### config.mk
export PLATFORM = sky130hd
export DESIGN_NAME = id_ex_operand_stage_flat
export DESIGN_NICKNAME = d
export VERILOG_FILES = /design/src/rtl/id_ex_operand_stage_pkg.sv /design/src/rtl/id_ex_operand_stage_if.sv /design/src/rtl/id_ex_operand_stage_forward_mux.sv /design/src/rtl/id_ex_operand_stage.sv /design/src/flat_wrapper.sv
export SDC_FILE = /design/constraint.sdc
export NUM_CORES = 1
export LEC_CHECK = 0
export CORE_MARGIN = 8
export CORE_UTILIZATION = 46
export CTS_BUF_LIST = sky130_fd_sc_hd__clkbuf_8
export CTS_CLUSTER_DIAMETER = 100
export DETAILED_ROUTE_END_ITERATION = 10
export PLACE_DENSITY = 0.92
export SYNTH_ARGS = -nofsm -noshare
export SYNTH_HDL_FRONTEND = slang
export SYNTH_SLANG_ARGS = --single-unit
### constraint.sdc
create_clock -name clk -period 9 [get_ports clk]
set_clock_uncertainty 0.05 [all_clocks]
set_input_delay 2.25 -clock clk [delete_from_list [all_inputs] [get_ports clk]]
set_output_delay 2.25 -clock clk [all_outputs]
set_load 0.03 [all_outputs]
### src/rtl/id_ex_operand_stage_pkg.sv
// Shared definitions for the ID/EX operand stage: ALU opcodes and the
// forwarding-source encoding used by the operand muxes.
package id_ex_operand_stage_pkg;

    typedef enum logic [3:0] {
        ALU_BUBBLE  = 4'd0,
        ALU_SUB     = 4'd1,
        ALU_OR      = 4'd2,
        ALU_ADD     = 4'd3,
        ALU_LUI     = 4'd4,
        ALU_SLL     = 4'd5,
        ALU_SRL     = 4'd6,
        ALU_AND     = 4'd7,
        ALU_NOR     = 4'd8,
        ALU_NOTHING = 4'd9
    } alu_op_e;

    typedef enum logic [1:0] {
        FWD_REG   = 2'd0,
        FWD_MEMWB = 2'd1,
        FWD_EXMEM = 2'd2
    } fwd_sel_e;

endpackage

### src/rtl/id_ex_operand_stage_if.sv
// Decode-side, bypass and ALU-side signals of the ID/EX operand stage.
// The stage itself uses the slave modport; the driver of decode uses master.
interface id_ex_operand_stage_if #(
    parameter int DATA_WIDTH     = 32,
    parameter int REG_ADDR_WIDTH = 5
);
    logic                      stall_i;
    logic                      flush_i;
    logic                      id_valid_i;
    logic [3:0]                id_alu_operation_i;
    logic [DATA_WIDTH-1:0]     id_rs_data_i;
    logic [DATA_WIDTH-1:0]     id_rt_data_i;
    logic [DATA_WIDTH-1:0]     id_imm_i;
    logic [4:0]                id_shamt_i;
    logic [REG_ADDR_WIDTH-1:0] id_rs_addr_i;
    logic [REG_ADDR_WIDTH-1:0] id_rt_addr_i;
    logic [REG_ADDR_WIDTH-1:0] id_rd_addr_i;
    logic                      id_alu_src_i;
    logic                      id_reg_write_i;
    logic                      id_mem_read_i;
    logic                      exmem_reg_write_i;
    logic                      memwb_reg_write_i;
    logic [REG_ADDR_WIDTH-1:0] exmem_rd_addr_i;
    logic [REG_ADDR_WIDTH-1:0] memwb_rd_addr_i;
    logic [DATA_WIDTH-1:0]     exmem_data_i;
    logic [DATA_WIDTH-1:0]     memwb_data_i;

    logic [3:0]                alu_operation_o;
    logic [DATA_WIDTH-1:0]     a_o;
    logic [DATA_WIDTH-1:0]     b_o;
    logic [4:0]                shamt_o;
    logic [DATA_WIDTH-1:0]     rt_data_o;
    logic [REG_ADDR_WIDTH-1:0] rd_addr_o;
    logic                      reg_write_o;
    logic                      mem_read_o;
    logic                      valid_o;
    logic                      hazard_stall_o;

    modport master (
        output stall_i, flush_i, id_valid_i, id_alu_operation_i,
               id_rs_data_i, id_rt_data_i, id_imm_i, id_shamt_i,
               id_rs_addr_i, id_rt_addr_i, id_rd_addr_i,
               id_alu_src_i, id_reg_write_i, id_mem_read_i,
               exmem_reg_write_i, memwb_reg_write_i,
               exmem_rd_addr_i, memwb_rd_addr_i, exmem_data_i, memwb_data_i,
        input  alu_operation_o, a_o, b_o, shamt_o, rt_data_o, rd_addr_o,
               reg_write_o, mem_read_o, valid_o, hazard_stall_o
    );

    modport slave (
        input  stall_i, flush_i, id_valid_i, id_alu_operation_i,
               id_rs_data_i, id_rt_data_i, id_imm_i, id_shamt_i,
               id_rs_addr_i, id_rt_addr_i, id_rd_addr_i,
               id_alu_src_i, id_reg_write_i, id_mem_read_i,
               exmem_reg_write_i, memwb_reg_write_i,
               exmem_rd_addr_i, memwb_rd_addr_i, exmem_data_i, memwb_data_i,
        output alu_operation_o, a_o, b_o, shamt_o, rt_data_o, rd_addr_o,
               reg_write_o, mem_read_o, valid_o, hazard_stall_o
    );
endinterface

### src/rtl/id_ex_operand_stage_forward_mux.sv
// Selects one source operand from EX/MEM, MEM/WB or the registered value;
// the youngest producer wins and register 0 is never bypassed.
module forward_mux
    import id_ex_operand_stage_pkg::*;
#(
    parameter int DATA_WIDTH     = 32,
    parameter int REG_ADDR_WIDTH = 5
) (
    input  logic [REG_ADDR_WIDTH-1:0] src_addr,
    input  logic [DATA_WIDTH-1:0]     reg_data,
    input  logic                      exmem_reg_write,
    input  logic [REG_ADDR_WIDTH-1:0] exmem_rd_addr,
    input  logic [DATA_WIDTH-1:0]     exmem_data,
    input  logic                      memwb_reg_write,
    input  logic [REG_ADDR_WIDTH-1:0] memwb_rd_addr,
    input  logic [DATA_WIDTH-1:0]     memwb_data,
    output logic [DATA_WIDTH-1:0]     data
);
    fwd_sel_e sel;

    // NOTE: defaults assigned first so every path drives sel/data (no latch).
    always_comb begin
        sel = FWD_REG;
        if (memwb_reg_write && memwb_rd_addr != '0 && memwb_rd_addr == src_addr)
            sel = FWD_MEMWB;
        if (exmem_reg_write && exmem_rd_addr != '0 && exmem_rd_addr == src_addr)
            sel = FWD_EXMEM;
    end

    always_comb begin
        data = reg_data;
        case (sel)
            FWD_EXMEM: data = exmem_data;
            FWD_MEMWB: data = memwb_data;
            default:   data = reg_data;
        endcase
    end
endmodule

### src/rtl/id_ex_operand_stage.sv
// ID/EX pipeline register with load-use hazard detection and operand
// forwarding applied on the register outputs.
module id_ex_operand_stage
    import id_ex_operand_stage_pkg::*;
#(
    parameter int DATA_WIDTH     = 32,
    parameter int REG_ADDR_WIDTH = 5
) (
    input  logic                clk,
    input  logic                reset,
    id_ex_operand_stage_if.slave bus
);
    typedef struct packed {
        logic                      valid;
        logic [3:0]                alu_op;
        logic [DATA_WIDTH-1:0]     rs_data;
        logic [DATA_WIDTH-1:0]     rt_data;
        logic [DATA_WIDTH-1:0]     imm;
        logic [4:0]                shamt;
        logic [REG_ADDR_WIDTH-1:0] rs_addr;
        logic [REG_ADDR_WIDTH-1:0] rt_addr;
        logic [REG_ADDR_WIDTH-1:0] rd_addr;
        logic                      alu_src;
        logic                      reg_write;
        logic                      mem_read;
    } stage_t;

    // An all-zero register is the bubble; ALU_BUBBLE encodes as 0.
    localparam stage_t BUBBLE = '0;

    stage_t stage_q;
    stage_t stage_d;
    logic   hazard;

    always_comb begin
        hazard = 1'b0;
        if (!reset && bus.id_valid_i && stage_q.valid && stage_q.mem_read &&
            stage_q.rd_addr != '0) begin
            hazard = (stage_q.rd_addr == bus.id_rs_addr_i) ||
                     (!bus.id_alu_src_i && stage_q.rd_addr == bus.id_rt_addr_i);
        end
    end

    always_comb begin
        stage_d           = BUBBLE;
        stage_d.valid     = bus.id_valid_i;
        stage_d.alu_op    = bus.id_alu_operation_i;
        stage_d.rs_data   = bus.id_rs_data_i;
        stage_d.rt_data   = bus.id_rt_data_i;
        stage_d.imm       = bus.id_imm_i;
        stage_d.shamt     = bus.id_shamt_i;
        stage_d.rs_addr   = bus.id_rs_addr_i;
        stage_d.rt_addr   = bus.id_rt_addr_i;
        stage_d.rd_addr   = bus.id_rd_addr_i;
        stage_d.alu_src   = bus.id_alu_src_i;
        stage_d.reg_write = bus.id_reg_write_i;
        stage_d.mem_read  = bus.id_mem_read_i;
    end

    // A downstream stall keeps the load in EX, so the hazard bubble only
    // goes in when the stage is actually advancing.
    // NOTE: sequential state uses non-blocking assignments only.
    always_ff @(posedge clk or posedge reset) begin
        if (reset)
            stage_q <= BUBBLE;
        else if (bus.flush_i)
            stage_q <= BUBBLE;
        else if (!bus.stall_i) begin
            if (hazard)
                stage_q <= BUBBLE;
            else
                stage_q <= stage_d;
        end
    end

    logic [DATA_WIDTH-1:0] rs_fwd;
    logic [DATA_WIDTH-1:0] rt_fwd;

    forward_mux #(.DATA_WIDTH(DATA_WIDTH), .REG_ADDR_WIDTH(REG_ADDR_WIDTH)) u_fwd_rs (
        .src_addr        (stage_q.rs_addr),
        .reg_data        (stage_q.rs_data),
        .exmem_reg_write (bus.exmem_reg_write_i),
        .exmem_rd_addr   (bus.exmem_rd_addr_i),
        .exmem_data      (bus.exmem_data_i),
        .memwb_reg_write (bus.memwb_reg_write_i),
        .memwb_rd_addr   (bus.memwb_rd_addr_i),
        .memwb_data      (bus.memwb_data_i),
        .data            (rs_fwd)
    );

    forward_mux #(.DATA_WIDTH(DATA_WIDTH), .REG_ADDR_WIDTH(REG_ADDR_WIDTH)) u_fwd_rt (
        .src_addr        (stage_q.rt_addr),
        .reg_data        (stage_q.rt_data),
        .exmem_reg_write (bus.exmem_reg_write_i),
        .exmem_rd_addr   (bus.exmem_rd_addr_i),
        .exmem_data      (bus.exmem_data_i),
        .memwb_reg_write (bus.memwb_reg_write_i),
        .memwb_rd_addr   (bus.memwb_rd_addr_i),
        .memwb_data      (bus.memwb_data_i),
        .data            (rt_fwd)
    );

    assign bus.a_o             = rs_fwd;
    assign bus.b_o             = stage_q.alu_src ? stage_q.imm : rt_fwd;
    assign bus.rt_data_o       = rt_fwd;
    assign bus.alu_operation_o = stage_q.alu_op;
    assign bus.shamt_o         = stage_q.shamt;
    assign bus.rd_addr_o       = stage_q.rd_addr;
    assign bus.reg_write_o     = stage_q.reg_write;
    assign bus.mem_read_o      = stage_q.mem_read;
    assign bus.valid_o         = stage_q.valid;
    assign bus.hazard_stall_o  = hazard;
endmodule
### src/flat_wrapper.sv
// flat-port wrapper written by rule: the top's interface ports become plain ports
module id_ex_operand_stage_flat import id_ex_operand_stage_pkg::*;
#(
    parameter int DATA_WIDTH     = 32,
    parameter int REG_ADDR_WIDTH = 5
)
  (clk, reset, bus_stall_i, bus_flush_i, bus_id_valid_i, bus_id_alu_operation_i, bus_id_rs_data_i, bus_id_rt_data_i, bus_id_imm_i, bus_id_shamt_i, bus_id_rs_addr_i, bus_id_rt_addr_i, bus_id_rd_addr_i, bus_id_alu_src_i, bus_id_reg_write_i, bus_id_mem_read_i, bus_exmem_reg_write_i, bus_memwb_reg_write_i, bus_exmem_rd_addr_i, bus_memwb_rd_addr_i, bus_exmem_data_i, bus_memwb_data_i, bus_alu_operation_o, bus_a_o, bus_b_o, bus_shamt_o, bus_rt_data_o, bus_rd_addr_o, bus_reg_write_o, bus_mem_read_o, bus_valid_o, bus_hazard_stall_o);
  id_ex_operand_stage_if #(.DATA_WIDTH(DATA_WIDTH), .REG_ADDR_WIDTH(REG_ADDR_WIDTH)) bus_i ();
  input  logic clk;
  input  logic reset;
  input wire logic [$bits(bus_i.stall_i)-1:0] bus_stall_i;
  input wire logic [$bits(bus_i.flush_i)-1:0] bus_flush_i;
  input wire logic [$bits(bus_i.id_valid_i)-1:0] bus_id_valid_i;
  input wire logic [$bits(bus_i.id_alu_operation_i)-1:0] bus_id_alu_operation_i;
  input wire logic [$bits(bus_i.id_rs_data_i)-1:0] bus_id_rs_data_i;
  input wire logic [$bits(bus_i.id_rt_data_i)-1:0] bus_id_rt_data_i;
  input wire logic [$bits(bus_i.id_imm_i)-1:0] bus_id_imm_i;
  input wire logic [$bits(bus_i.id_shamt_i)-1:0] bus_id_shamt_i;
  input wire logic [$bits(bus_i.id_rs_addr_i)-1:0] bus_id_rs_addr_i;
  input wire logic [$bits(bus_i.id_rt_addr_i)-1:0] bus_id_rt_addr_i;
  input wire logic [$bits(bus_i.id_rd_addr_i)-1:0] bus_id_rd_addr_i;
  input wire logic [$bits(bus_i.id_alu_src_i)-1:0] bus_id_alu_src_i;
  input wire logic [$bits(bus_i.id_reg_write_i)-1:0] bus_id_reg_write_i;
  input wire logic [$bits(bus_i.id_mem_read_i)-1:0] bus_id_mem_read_i;
  input wire logic [$bits(bus_i.exmem_reg_write_i)-1:0] bus_exmem_reg_write_i;
  input wire logic [$bits(bus_i.memwb_reg_write_i)-1:0] bus_memwb_reg_write_i;
  input wire logic [$bits(bus_i.exmem_rd_addr_i)-1:0] bus_exmem_rd_addr_i;
  input wire logic [$bits(bus_i.memwb_rd_addr_i)-1:0] bus_memwb_rd_addr_i;
  input wire logic [$bits(bus_i.exmem_data_i)-1:0] bus_exmem_data_i;
  input wire logic [$bits(bus_i.memwb_data_i)-1:0] bus_memwb_data_i;
  output wire logic [$bits(bus_i.alu_operation_o)-1:0] bus_alu_operation_o;
  output wire logic [$bits(bus_i.a_o)-1:0] bus_a_o;
  output wire logic [$bits(bus_i.b_o)-1:0] bus_b_o;
  output wire logic [$bits(bus_i.shamt_o)-1:0] bus_shamt_o;
  output wire logic [$bits(bus_i.rt_data_o)-1:0] bus_rt_data_o;
  output wire logic [$bits(bus_i.rd_addr_o)-1:0] bus_rd_addr_o;
  output wire logic [$bits(bus_i.reg_write_o)-1:0] bus_reg_write_o;
  output wire logic [$bits(bus_i.mem_read_o)-1:0] bus_mem_read_o;
  output wire logic [$bits(bus_i.valid_o)-1:0] bus_valid_o;
  output wire logic [$bits(bus_i.hazard_stall_o)-1:0] bus_hazard_stall_o;
  assign bus_i.stall_i = bus_stall_i;
  assign bus_i.flush_i = bus_flush_i;
  assign bus_i.id_valid_i = bus_id_valid_i;
  assign bus_i.id_alu_operation_i = bus_id_alu_operation_i;
  assign bus_i.id_rs_data_i = bus_id_rs_data_i;
  assign bus_i.id_rt_data_i = bus_id_rt_data_i;
  assign bus_i.id_imm_i = bus_id_imm_i;
  assign bus_i.id_shamt_i = bus_id_shamt_i;
  assign bus_i.id_rs_addr_i = bus_id_rs_addr_i;
  assign bus_i.id_rt_addr_i = bus_id_rt_addr_i;
  assign bus_i.id_rd_addr_i = bus_id_rd_addr_i;
  assign bus_i.id_alu_src_i = bus_id_alu_src_i;
  assign bus_i.id_reg_write_i = bus_id_reg_write_i;
  assign bus_i.id_mem_read_i = bus_id_mem_read_i;
  assign bus_i.exmem_reg_write_i = bus_exmem_reg_write_i;
  assign bus_i.memwb_reg_write_i = bus_memwb_reg_write_i;
  assign bus_i.exmem_rd_addr_i = bus_exmem_rd_addr_i;
  assign bus_i.memwb_rd_addr_i = bus_memwb_rd_addr_i;
  assign bus_i.exmem_data_i = bus_exmem_data_i;
  assign bus_i.memwb_data_i = bus_memwb_data_i;
  assign bus_alu_operation_o = bus_i.alu_operation_o;
  assign bus_a_o = bus_i.a_o;
  assign bus_b_o = bus_i.b_o;
  assign bus_shamt_o = bus_i.shamt_o;
  assign bus_rt_data_o = bus_i.rt_data_o;
  assign bus_rd_addr_o = bus_i.rd_addr_o;
  assign bus_reg_write_o = bus_i.reg_write_o;
  assign bus_mem_read_o = bus_i.mem_read_o;
  assign bus_valid_o = bus_i.valid_o;
  assign bus_hazard_stall_o = bus_i.hazard_stall_o;
  id_ex_operand_stage #(.DATA_WIDTH(DATA_WIDTH), .REG_ADDR_WIDTH(REG_ADDR_WIDTH)) u_core (.clk(clk), .reset(reset), .bus(bus_i));
endmodule
Word level (Yosys, flattened, before mapping)
Index checks and enable logic that the tools add are counted.
{"block": "word_totals", "ff_bits": 124, "out_inout_bits": 114}
{"block": "op_classes", "eq_ne": 11, "mux": 11, "n_reduce_logical": 17}
{"cell": "124-bit 2-to-1 mux", "n": 3}
{"cell": "32-bit case mux with 2 select lines", "n": 2}
{"cell": "32-bit 2-to-1 mux", "n": 1}
{"cell": "5-bit == test", "n": 6}
{"cell": "5-bit nonzero test", "n": 3}
{"cell": "1-bit logical AND", "n": 11}
{"cell": "2-bit by 1-bit == test with 1-bit output, second input constant", "n": 2}
{"cell": "2-bit == test, second input constant", "n": 2}
{"cell": "2-bit 2-to-1 mux", "n": 2}
{"cell": "1-bit 2-to-1 mux", "n": 3}
{"cell": "1-bit zero test", "n": 2}
{"cell": "2-bit by 1-bit != test with 1-bit output, second input constant", "n": 1}
{"cell": "1-bit logical OR", "n": 1}

Longest topological paths before layout
{"block": "logic_depth", "depth_word": 9, "mapped_depth": 7, "ltp_nobuf": 5}

By module
A second synthesis with hierarchy kept.
{"block": "unflattened", "hier_cells": 1148, "area_unflattened_um2": 9851.9}
{"mod": "id_ex_operand_stage", "seq_area_each_um2": 3103.0, "n_inst": 1, "area_per_inst_um2": 7334.5, "cells_each": 780}
{"mod": "forward_mux", "seq_area_each_um2": 0.0, "n_inst": 2, "area_per_inst_um2": 1258.7, "cells_each": 184}

Least setup slack after synthesis
Ideal clock, no wire load.
{"block": "synth_path", "path_kind": "input to output", "startpoint": "input port reset", "endpoint": "output port bus_hazard_stall_o", "slack_ns": 0.792, "t_required_ns": 6.700, "path_buffers": 1, "stages": 4, "arrival_ns": 5.908, "path_cell_list": "inv_1 nand4_1 a221oi_2 buf_2"}
{"block": "synth_via", "elab_chain_cells": 6}
{"item": "from (decl)", "line": "flat_wrapper.sv:10", "rtl": "input logic reset;"}
{"item": "1-bit zero test (no line)"}
{"item": "1-bit logical AND (4 in series)", "line": "id_ex_operand_stage.sv:37", "rtl": "if (!reset && bus.id_valid_i && stage_q.valid && stage_q.mem_read &&"}
{"item": "1-bit 2-to-1 mux", "line": "id_ex_operand_stage.sv:37"}
{"item": "to (decl)", "line": "flat_wrapper.sv:40", "rtl": "output wire logic [$bits(bus_i.hazard_stall_o)-1:0] bus_hazard_stall_o;"}
No other way between the ends.

Worst setup path in the final report
{"block": "layout_path", "startpoint": "input port bus_exmem_rd_addr_i[2]", "endpoint": "output port bus_b_o[11]"}
{"block": "layout_via", "elab_chain_cells": 7, "elab_cells_between_ends": 9}
{"item": "from (decl)", "line": "flat_wrapper.sv:27", "rtl": "input wire logic [$bits(bus_i.exmem_rd_addr_i)-1:0] bus_exmem_rd_addr_i;"}
{"item": "5-bit nonzero test", "line": "id_ex_operand_stage_forward_mux.sv:26", "rtl": "if (exmem_reg_write && exmem_rd_addr != '0 && exmem_rd_addr == src_addr)"}
{"item": "1-bit logical AND", "line": "id_ex_operand_stage_forward_mux.sv:26"}
{"item": "1-bit logical AND *", "line": "id_ex_operand_stage_forward_mux.sv:26"}
{"item": "2-bit 2-to-1 mux *", "line": "id_ex_operand_stage_forward_mux.sv:26"}
{"item": "2-bit by 1-bit == test with 1-bit output / 2-bit == test (equally long branches)", "line": "id_ex_operand_stage_forward_mux.sv:32", "rtl": "case (sel)"}
{"item": "32-bit case mux with 2 select lines *", "line": "id_ex_operand_stage_forward_mux.sv:32"}
{"item": "32-bit 2-to-1 mux *", "line": "id_ex_operand_stage.sv:104", "rtl": "assign bus.b_o = stage_q.alu_src ? stage_q.imm : rt_fwd;"}
{"item": "to (decl)", "line": "flat_wrapper.sv:33", "rtl": "output wire logic [$bits(bus_i.b_o)-1:0] bus_b_o;"}
Mark *: on every way between the ends. The rest lies on a longest branch, timed or not.

==> results.json <==
{
  "crit_path_max_fanout": 16,
  "io_pins": 318,
  "cts_setup_buffers": 0,
  "rr_worst_depth": 7,
  "max_freq_ghz": 0.127,
  "worstPathArrival_ns": 5.54,
  "multi_input_area_um2": 4080,
  "p_total_mw": 1.64,
  "antenna_found_initial": 3,
  "place_ws_ns": 1.23,
  "stdcell_count": 1436,
  "dieArea_um2": 22500,
  "peakVddDrop_mv": 0.162,
  "synth_top_cell_area_share_pct": 37.5,
  "slew_violations": 0,
  "endpoint_kind": "primary output",
  "vias_per_cell": 5.98,
  "cts_sinks": 124,
  "r2r-start": "u_core.bus.rd_addr_o[3]",
  "hold_slack_ns": 0.428,
  "timing.rr.end": "u_core.stage_q[8]",
  "htree_levels": 4,
  "grt_max_degree": 142,
  "core_um2": 17800,
  "synth_warnings": 0,
  "detail_route.first_pass.iterations": 6,
  "drc": 0,
  "crit_end": "bus_b_o[11]",
  "postCtsHoldBufs": 0,
  "fin_nets": 1395,
  "final_util_pct": 66.4,
  "synth-seq-cells": 124,
  "cts_buffers": 17,
  "leakage_nw": 4.93,
  "synth_most_common_cell": "inv_1",
  "yosys.cell_types.count": 30,
  "row_count": 49,
  "finalInstanceArea_um2": 11800,
  "drtIter0Drc": 1031,
  "cts_root_buf": "clkbuf_8",
  "rsz0062_at_grt": "false",
  "tightest_slew_ns": 1.20,
  "clk_latency_ns": 0.44,
  "hold_viol": 0,
  "synth_flop_cell": "dfrtp_1",
  "gp_congestion": 1.05,
  "finalWorstSetupSlack_ns": 1.16,
  "crit_type": "in -> out",
  "syn_inst": 956,
  "critPathRequiredTime_ns": 6.70,
  "relSlewSlack_pct": 19.8,
  "syn_area_per_cell_um2": 8.65,
  "netlist_top_cells_area": "dfrtp_1 38%, o41ai_1 13%, nand3b_1 10%",
  "routedWlPerCell_um": 24.4,
  "min_path_type": "reg -> reg",
  "dp.cells": 1401,
  "async_reset_ff_share_pct": 100,
  "final-setup-viol-count": 0,
  "fillers": 1501,
  "syn-cell-area_um2": 8270,
  "syn_to_final_growth_pct": 42.9,
  "die_y_um": 150,
  "drv_cap": 0,
  "ys_seq_area_share_pct": 37.5,
  "totalWireLength_mm": 35.0,
  "powerDensity_nw_per_um2": 139,
  "port_buffers": 317,
  "seqCellArea_um2": 3100,
  "r2r_slack_ns": 5.64,
  "drtAntennaViolNets": 0,
  "grt_pass1_wl_mm": 51.4,
  "vias": 8582,
  "post-route-period-util_pct": 87.2,
  "worstSetupStartpoint": "bus_exmem_rd_addr_i[2]",
  "grt_usage_pct": 30.2,
  "yosys.area.top_type": "dfrtp_1",
  "tns_ns": 0,
  "fp.dieW_um": 150,
  "cts_buffer_depth": 2,
  "synth_edf_count": 0,
  "dpl.hpwl_mm": 25.9,
  "fin_crit_ns": 7.84,
  "status": "finished, final reports clean",
  "synthTopCellsByCount": "148 x inv_1, 124 x dfrtp_1, 124 x o41ai_1",
  "overflow": 0,
  "initial_core_util_pct": 46.5,
  "clkTransAtPathRegs_ns": 0.08,
  "cts_tree": "done",
  "cts.repair.resized": 0,
  "critPathLaunchType": "input pin",
  "post_dp_cell_area_um2": 11400,
  "drive_above_1_share_pct": 5.23,
  "syn_nets": 1160,
  "first_global_vias": 8380
}
-- flip-flops by register name (all words and copies together), names as in the netlist --
name                        cells
u_core.bus.alu_operation_o      4
u_core.bus.mem_read_o           1
u_core.bus.rd_addr_o            5
u_core.bus.reg_write_o          1
u_core.bus.shamt_o              5
u_core.bus.valid_o              1
u_core.stage_q                107
-- cell type report --
| cell class | instances | share of cell area, % |
|---|---|---|
| Antenna cell | 3 | 0.0635 |
| Clock buffer | 18 | 2.10 |
| Clock inverter | 14 | 1.56 |
| Inverter | 148 | 4.74 |
| Multi-Input combinational cell | 569 | 34.6 |
| Sequential cell | 124 | 26.3 |
| Tap cell | 229 | 2.43 |
| Timing Repair Buffer | 331 | 28.3 |
-- metal layers --
layer  vias to the layer above  share of wire, %  GRT usage, %
met5                         -                 0             0
met4                         0               2.6          11.2
met3                        51               9.6          6.41
met2                       493                46          45.6
met1                      4136                41          41.7
li1                       3902                 -             -
-- critical path, stage by stage --
cell and delay, ns:
clkdlybuf4s50_1 0.50, or4_1 0.55, o21a_1 0.22, and3_1 0.31
nor2_2 0.68, buf_4 0.30, a221oi_1 0.09, clkdlybuf4s50_1 0.63
-- cell families (layout without fill, tap and decap cells) --
kind of cell    after synthesis  after routing  share of synthesized area [%]
buf+inv                     263            511                           13.3
simple gates                261            261                           18.2
compound gates              223            223                           21.1
flops                       124            124                           37.5
mux                          55             55                           6.66
xor+xnor                     30             30                           3.18
other cells                   0              3                              0
-- power breakdown --
part | switching (mW) | internal [mW] | total (mW)
combinational | 0.260 | 0.218 | 0.478
clock | 0.261 | 0.287 | 0.548
sequential | 0.0287 | 0.588 | 0.617
-- cells in the final DEF, fill, tap and decap left out, types with 3 or more instances in the layout --
cell and n:
mux2i_1 55, dfrtp_1 123, nand2_1 52, and3_1 11, nor3_1 29, clkbuf_8 18
a21oi_1 23, a221oi_1 31, o21ai_0 32, o41ai_1 124, xnor2_1 7, clkdlybuf4s50_1 309
inv_1 147, o31ai_1 9, nor2_1 44, clkinv_4 4, inv_6 6, xor2_1 23
buf_4 14, buf_12 6, nand3b_1 113, diode_2 3, bufinv_16 3
-- worst min path at each step --
stage                                    end  cells past startpoint                           from  slack (ns)
2_1_floorplan             u_core.stage_q[54]                      2             u_core.stage_q[54]        0.39
4_1_cts        u_core.bus.alu_operation_o[0]                      2  u_core.bus.alu_operation_o[0]        0.43
3_5_place_dp   u_core.bus.alu_operation_o[0]                      2  u_core.bus.alu_operation_o[0]        0.41
5_1_grt        u_core.bus.alu_operation_o[0]                      2  u_core.bus.alu_operation_o[0]        0.45
6_report       u_core.bus.alu_operation_o[0]                      2  u_core.bus.alu_operation_o[0]        0.43
3_3_place_gp           u_core.bus.shamt_o[1]                      2          u_core.bus.shamt_o[1]        0.40
(Power assumes the default switching activity.)
